File: src/rtl/sigmoid_pkg.sv
// Shared types and constants for the sigmoid lookup-table load path.
package sigmoid_pkg;

  typedef enum logic [1:0] {
    IDLE = 2'd0,
    LOAD = 2'd1,
    DONE = 2'd2
  } sigmoid_load_state_t;

  localparam int unsigned SIGMOID_DEPTH  = 32;
  localparam int unsigned SIGMOID_ADDR_W = 5;
  localparam int unsigned SIGMOID_DATA_W = 4;
  localparam int unsigned SIGMOID_SUM_W  = 9;

endpackage

File: src/rtl/sigmoid_load_counter.sv
// Table address counter: synchronous clear, increment, and terminal count at DEPTH-1.
module sigmoid_load_counter
  import sigmoid_pkg::*;
#(
  parameter  int unsigned DEPTH  = SIGMOID_DEPTH,
  localparam int unsigned ADDR_W = $clog2(DEPTH)
) (
  input  logic              clk,
  input  logic              rst,
  input  logic              clr,
  input  logic              inc,
  output logic [ADDR_W-1:0] count,
  output logic              tc
);

  logic [ADDR_W-1:0] count_q, count_d;

  assign tc    = (count_q == ADDR_W'(DEPTH - 1));
  assign count = count_q;

  always_comb begin
    count_d = count_q;
    if (clr) begin
      count_d = '0;
    end else if (inc) begin
      // Explicit wrap keeps non-power-of-two depths in range.
      count_d = tc ? '0 : count_q + ADDR_W'(1);
    end
  end

  always_ff @(posedge clk) begin
    if (rst) begin
      count_q <= '0;
    end else begin
      count_q <= count_d;
    end
  end

endmodule

File: src/rtl/sigmoid_table_loader.sv
// Streams DEPTH nibbles into the sigmoid register bank as registered writes.
// Optional load checksum enabled by defining SIGMOID_LOAD_CHECKSUM_EN.
module sigmoid_table_loader
  import sigmoid_pkg::*;
#(
  parameter  int unsigned DEPTH  = SIGMOID_DEPTH,
  parameter  int unsigned DATA_W = SIGMOID_DATA_W,
  localparam int unsigned ADDR_W = $clog2(DEPTH)
) (
  input  logic              clk,
  input  logic              rst,
  input  logic              start,
  input  logic              abort,
  input  logic              in_valid,
  input  logic [DATA_W-1:0] in_data,
  output logic              in_ready,
  output logic              write_en,
  output logic [ADDR_W-1:0] address_out,
  output logic [DATA_W-1:0] data_out,
  output logic              busy,
  output logic              load_done,
  output logic              table_valid
`ifdef SIGMOID_LOAD_CHECKSUM_EN
  ,
  input  logic [SIGMOID_SUM_W-1:0] expected_sum,
  output logic                     load_error
`endif
);

  sigmoid_load_state_t state_q, state_d;
  logic              write_en_q, write_en_d;
  logic [ADDR_W-1:0] address_q, address_d;
  logic [DATA_W-1:0] data_q, data_d;
  logic              busy_q, busy_d;
  logic              load_done_q, load_done_d;
  logic              table_valid_q, table_valid_d;

  logic              beat;
  logic              cnt_clr;
  logic              cnt_tc;
  logic [ADDR_W-1:0] cnt;

`ifdef SIGMOID_LOAD_CHECKSUM_EN
  logic [SIGMOID_SUM_W-1:0] sum_q, sum_d, sum_next;
  logic                     load_error_q, load_error_d;

  assign sum_next   = sum_q + SIGMOID_SUM_W'(in_data);
  assign load_error = load_error_q;
`endif

  // Abort masks ready combinationally so a beat coincident with abort is never taken.
  assign in_ready = (state_q == LOAD) && !abort;
  assign beat     = in_ready && in_valid;

  sigmoid_load_counter #(
    .DEPTH (DEPTH)
  ) u_counter (
    .clk   (clk),
    .rst   (rst),
    .clr   (cnt_clr),
    .inc   (beat),
    .count (cnt),
    .tc    (cnt_tc)
  );

  always_comb begin
    state_d       = state_q;
    write_en_d    = 1'b0;
    address_d     = '0;
    data_d        = '0;
    busy_d        = 1'b0;
    load_done_d   = 1'b0;
    table_valid_d = table_valid_q;
    cnt_clr       = 1'b0;
`ifdef SIGMOID_LOAD_CHECKSUM_EN
    sum_d         = sum_q;
    load_error_d  = load_error_q;
`endif
    case (state_q)
      IDLE: begin
        if (start && !abort) begin
          state_d       = LOAD;
          busy_d        = 1'b1;
          cnt_clr       = 1'b1;
          table_valid_d = 1'b0;
`ifdef SIGMOID_LOAD_CHECKSUM_EN
          sum_d         = '0;
          load_error_d  = 1'b0;
`endif
        end
      end
      LOAD: begin
        busy_d = 1'b1;
        if (abort) begin
          state_d       = IDLE;
          busy_d        = 1'b0;
          table_valid_d = 1'b0;
        end else if (beat) begin
          write_en_d = 1'b1;
          address_d  = cnt;
          data_d     = in_data;
`ifdef SIGMOID_LOAD_CHECKSUM_EN
          sum_d      = sum_next;
`endif
          if (cnt_tc) begin
            // Completion is decided on the last beat so it lands with the last write.
            state_d       = DONE;
            busy_d        = 1'b0;
            load_done_d   = 1'b1;
`ifdef SIGMOID_LOAD_CHECKSUM_EN
            load_error_d  = (sum_next != expected_sum);
            table_valid_d = (sum_next == expected_sum);
`else
            table_valid_d = 1'b1;
`endif
          end
        end
      end
      DONE: begin
        state_d = IDLE;
      end
      default: begin
        state_d = IDLE;
      end
    endcase
  end

  always_ff @(posedge clk) begin
    if (rst) begin
      state_q       <= IDLE;
      write_en_q    <= 1'b0;
      address_q     <= '0;
      data_q        <= '0;
      busy_q        <= 1'b0;
      load_done_q   <= 1'b0;
      table_valid_q <= 1'b0;
`ifdef SIGMOID_LOAD_CHECKSUM_EN
      sum_q         <= '0;
      load_error_q  <= 1'b0;
`endif
    end else begin
      state_q       <= state_d;
      write_en_q    <= write_en_d;
      address_q     <= address_d;
      data_q        <= data_d;
      busy_q        <= busy_d;
      load_done_q   <= load_done_d;
      table_valid_q <= table_valid_d;
`ifdef SIGMOID_LOAD_CHECKSUM_EN
      sum_q         <= sum_d;
      load_error_q  <= load_error_d;
`endif
    end
  end

  assign write_en    = write_en_q;
  assign address_out = address_q;
  assign data_out    = data_q;
  assign busy        = busy_q;
  assign load_done   = load_done_q;
  assign table_valid = table_valid_q;

endmodule

File: config.mk
export PLATFORM = sky130hd
export DESIGN_NAME = sigmoid_table_loader
export DESIGN_NICKNAME = d
export VERILOG_FILES = /design/src/rtl/sigmoid_pkg.sv /design/src/rtl/sigmoid_load_counter.sv /design/src/rtl/sigmoid_table_loader.sv
export SDC_FILE = /design/constraint.sdc
export NUM_CORES = 1
export LEC_CHECK = 0
export BUFFER_PORTS_ARGS = -buffer_cell sky130_fd_sc_hd__buf_4
export CORE_UTILIZATION = 30
export CTS_CLUSTER_SIZE = 24
export DETAILED_ROUTE_END_ITERATION = 8
export PLACE_DENSITY = 0.53
export REMOVE_ABC_BUFFERS = 1
export SYNTH_ARGS = -nofsm -noshare
export SYNTH_HDL_FRONTEND = slang
export SYNTH_HIERARCHICAL = 1
export SYNTH_SLANG_ARGS = --single-unit
File: constraint.sdc
create_clock -name clk -period 2.38 [get_ports clk]
set_clock_uncertainty 0.15 [all_clocks]
set_input_delay 0.476 -clock clk [delete_from_list [all_inputs] [get_ports clk]]
set_output_delay 0.476 -clock clk [all_outputs]
set_load 0.05 [all_outputs]
==> flow_summary.toml, run 1 <==
[timing]
period_needed_ns = 1.79
rsz0062_at_grt = "no"
hold_violations = 0
relSlewSlack = 0.769
finalSetupViolCount = 0
drv_slew = 0
fin_setup_tns_ns = 0
fin_crit_sh = 0.753
maxClockFrequency_mhz = 558
tightest_slew_ns = 0.337

[detailed_routing]
first_pass_iters = 4
viasPerCell = 4.38
antenna_left = 0
wire_per_inst_um = 9.87
drt_wl_total_mm = 1.11
drt_iter0_markers = 1
drc = 0
num_vias = 491

[logic_synthesis]
avgSynthCellArea_um2 = 11.5
ys_seq_elements = 20
synth.most_common_cell = "dfxtp_1"
syn_inst = 60
synthTopCellsByArea = "dfxtp_1 (58%), and2_1 (9.1%), ha_1 (3.6%), mux2i_1 (2.9%), nor2_1 (2.7%)"
synth.top_cells.by_count = "dfxtp_1 (20), and2_1 (10), nor2_1 (5)"
yosysTopAreaCellShare = 0.582
synthArstFlopShare = 0
synth_edf_count = 0
synth_flop_cell = "dfxtp_1"
syn-cell-area_um2 = 688
synth_cell_type_count = 22
seq_area_frac_synth = 0.582
yosysWarningCount = 6
yosysTopAreaCell = "dfxtp_1"

[cells_and_area]
num_antenna_cells = 0
syn2layout_area_growth_pct = 32.9
layout.nets = 97
drive_gt1_frac = 0.341
fin_area_um2 = 915

[cts]
insertion_delay_ns = 0.29
cts_max_level = 1
cts_sinks = 20
post_cts_buffers = 0
cts_resized = 0
cts_tree = "yes"
cts_max_path_buffers = 2
clkSlewWorstSetupHoldPaths_ns = 0.11
cts_buffers = 3
root_buffer = "clkbuf_4"
hold_buffers = 0

[worst_setup_path]
start_kind = "register"
cpMaxStageDelayCell = "dfxtp_1"
crit_type = "register to primary output"
cp_max_fo = 6
crit_family = "flip-flops"
worst_ep_required_time_ns = 1.75
cp_data_arrival_time_ns = 1.17
cp-end-kind = "primary output"
path_cells = "nor3b_4 > buf_4"
path_buf_inv = 1
critPathMaxStageDelay_ns = 0.36

[global_route]
antenna_found_initial = 0
first_global_vias = 445
grt_pass1_wl_mm = 1.90
grt.total_usage = 0.103
gr-total-overflow = 0
grt_max_degree = 12

[die]
die_w_um = 49.9
io_pins = 23
die-area_um2 = 2490
initial_core_util = 0.334
rows = 16
design.core.area_um2 = 2060
die_y_um = 49.9

[place]
io_buffers = 22
place_congestion = 0.749
dpl.hpwl_um = 828
dpl_cell_area_um2 = 878

[min_path]
hold_path_class = "input port to register"

[power]
power_density_nw_per_um2 = 619
peakVddDrop_mv = 0.301
p_leak_uw = 0.000407

[run_status]
status = "finished, final reports clean"

[run]
drv_cap = 0
[worst register-to-register path, cell delays in order (launching register included)]
cell and delay, ns:
dfxtp_1 0.39, ha_1 0.18, and3_1 0.15, ha_1 0.20, a31oi_1 0.10, a2111oi_0 0.34
[cell families after synthesis]
kind of cell | share of synthesized area
compound gates | 0.0418
simple gates | 0.249
flops | 0.582
xor+xnor | 0.0382
fa+ha+maj | 0.0364
mux | 0.0291
buf+inv | 0.0236
[registers in the layout (all words and copies together) (netlist names)]
name,flops
write_en,1
data_out,4
busy,1
table_valid,1
u_counter/count,5
load_done,1
state_q,2
address_out,5
[power by group]
part           internal, uW  switching [uW]  total, uW
registers               337            1.44        339
logic                  18.1            19.8       37.9
clock network          93.0            96.0        189
total                   449             117        566
[layout by cell type, fill, tap and decap left out]
master	instances
a2111oi_0	1
a211o_1	1
a21oi_1	1
a31oi_1	1
and2_1	10
and2b_2	1
and3_1	1
and3b_1	1
buf_4	23
clkbuf_4	3
clkbuf_8	1
dfxtp_1	20
ha_1	2
mux2i_1	2
nand2_1	2
nand4_1	1
nor2_1	5
nor3_1	2
nor3b_1	2
nor3b_4	1
nor4b_1	1
xnor2_1	1
xor2_1	2
[final timing paths]
kind	startpoint	to	slack, ns	cells past startpoint
setup / recovery	state_q[1]	in_ready	0.59	2
hold / removal	in_data[3]	data_out[3]	0.23	2
setup reg to reg	u_counter/count[0]	table_valid	0.77	5
hold reg to reg	u_counter/count[4]	address_out[4]	0.35	1
[final cells by class]
| type | count | area, um2 |
|---|---|---|
| clock buffer | 4 | 36.3 |
| fill | 204 | 1150 |
| multi-input combinational | 38 | 272 |
| sequential | 20 | 400 |
| tap | 27 | 33.8 |
| timing repair buffer | 23 | 173 |
[per-stage QoR]
stage | total power (uW) | setup WS, ns | instances | util | hold WS [ns]
after floorplan | 365 | 0.443 | 58 | - | 0.309
after global placement | 385 | 0.647 | 108 | 0.426 | 0.339
after detailed placement | 385 | 0.616 | 108 | 0.426 | 0.343
after CTS | 572 | 0.581 | 112 | 0.444 | 0.225
after global routing | 591 | 0.523 | 112 | 0.444 | 0.215
final | 566 | 0.588 | 112 | 0.444 | 0.231
[per-layer routing]
metal,wire (um),track usage,vias up
met3,69,0.0247,2
met1,527,0.130,220
met5,0,0,-
li1,-,-,253
met4,27,0.0857,0
met2,480,0.146,16
Power figures use the tool's default switching activity.
==> run 2: changes to the inputs <==
==> constraint.sdc (replaced) <==
create_clock -name clk -period 1.7 [get_ports clk]
set_clock_uncertainty 0.15 [all_clocks]
set_input_delay 0.34 -clock clk [delete_from_list [all_inputs] [get_ports clk]]
set_output_delay 0.34 -clock clk [all_outputs]
set_load 0.05 [all_outputs]
==> flow_summary.toml, run 2 (synthesis gave the netlist of run 1 again) <==
[cells_and_area]
layout.nets = 98
num_antenna_cells = 0
final_common_cell = "buf_4"
layout_common_cells = "buf_4 (23), dfxtp_1 (18), and2_1 (10), nor2_1 (5), clkbuf_4 (3)"
syn2layout_area_growth_pct = 34.9
utilization = 0.450
drive_gt1_frac = 0.372

[run_status]
status = "finished, final reports clean"

[die]
design.core.area_um2 = 2060
die-area_um2 = 2490
die_y_um = 49.9
die_w_um = 49.9
io_pins = 23
rows = 16
initial_core_util = 0.334

[cts]
cts_tree = "yes"
cts_max_path_buffers = 2
root_buffer = "clkbuf_4"
clkSlewWorstSetupHoldPaths_ns = 0.10
cts_buffers = 3
insertion_delay_ns = 0.28
cts_sinks = 20
hold_buffers = 0
cts_max_level = 1
post_cts_buffers = 0
cts_resized = 0

[power]
power_density_nw_per_um2 = 851
p_leak_uw = 0.000414
peakVddDrop_mv = 0.351
power_uw = 790

[timing]
period_needed_ns = 1.64
relSlewSlack = 0.798
holdWs_ns = 0.0962
fin_setup_tns_ns = 0
maxClockFrequency_mhz = 611
finalSetupViolCount = 0
rsz0062_at_grt = "no"
hold_violations = 0
tightest_slew_ns = 0.295
drv_slew = 0
fin_crit_sh = 0.962

[worst_setup_path]
crit_family = "flip-flops"
cp-end-kind = "primary output"
start_kind = "register"
cpMaxStageDelayCell = "dfxtp_1"
worst_ep_required_time_ns = 1.21
path_buf_inv = 2
path_cells = "nor3b_4 > buf_4 > buf_6"
crit_type = "register to primary output"
critPathMaxStageDelay_ns = 0.36
cp_data_arrival_time_ns = 1.15
reg2reg_slack_ns = 0.12
cp_max_fo = 5

[detailed_routing]
viasPerCell = 4.31
wire_per_inst_um = 10.1
num_vias = 487
drt_iter0_markers = 5
drt_wl_total_mm = 1.14
first_pass_iters = 3
antenna_left = 0
drc = 0

[global_route]
grtUsageMet1 = 0.129
use_met3 = 0.0216
gr-total-overflow = 0
first_global_vias = 462
antenna_found_initial = 0
grt_pass1_wl_mm = 1.95
busiest_layer = "met2"
grt.total_usage = 0.103
gr-usage-met2 = 0.158
grt_max_degree = 12

[place]
dpl.hpwl_um = 875
io_buffers = 22
place_congestion = 0.701

[min_path]
hold_path_class = "input port to register"

[run]
drv_cap = 0
run 2: cell count changes in the layout (fill, tap and decap cells not counted), sizes merged:
| cell | previous run | this run |
|---|---|---|
| buf | 23 | 24 |
run 2: worst paths after layout:
kind,depth (start not counted),from,end
hold / removal,2,in_data[0],data_out[0]
setup reg to reg,5,u_counter/count[0],u_counter/count[0]
setup / recovery,3,state_q[1],in_ready
hold reg to reg,1,u_counter/count[4],address_out[4]
run 2: stage by stage:
stage,area [um2],setup WS (ns),std cells
2_1_floorplan,672,-0.108,58
3_3_place_gp,886,0.111,109
3_5_place_dp,886,0.0970,109
4_1_cts,922,0.00686,113
5_1_grt,928,0.00291,113
6_report,928,0.0638,113
run 2: final cells by class:
cell class | count | area, um2
Tap cell | 27 | 33.8
Fill cell | 205 | 1130
Sequential cell | 20 | 403
Multi-Input combinational cell | 38 | 272
Timing Repair Buffer | 24 | 184
Clock buffer | 4 | 36.3
run 2: metal layers:
layer / up-vias / routed length (um) / part of all wire
met5: - / 0 / 0
met4: 0 / 19 / 0.017
met3: 2 / 49 / 0.043
met2: 14 / 555 / 0.49
met1: 216 / 510 / 0.45
li1: 255 / - / -
run 2: where the power goes:
part,total [uW],switching [uW],internal (uW)
Sequential,475,1.98,473
Clock,260,130,130
Combinational,54.9,28.0,26.9
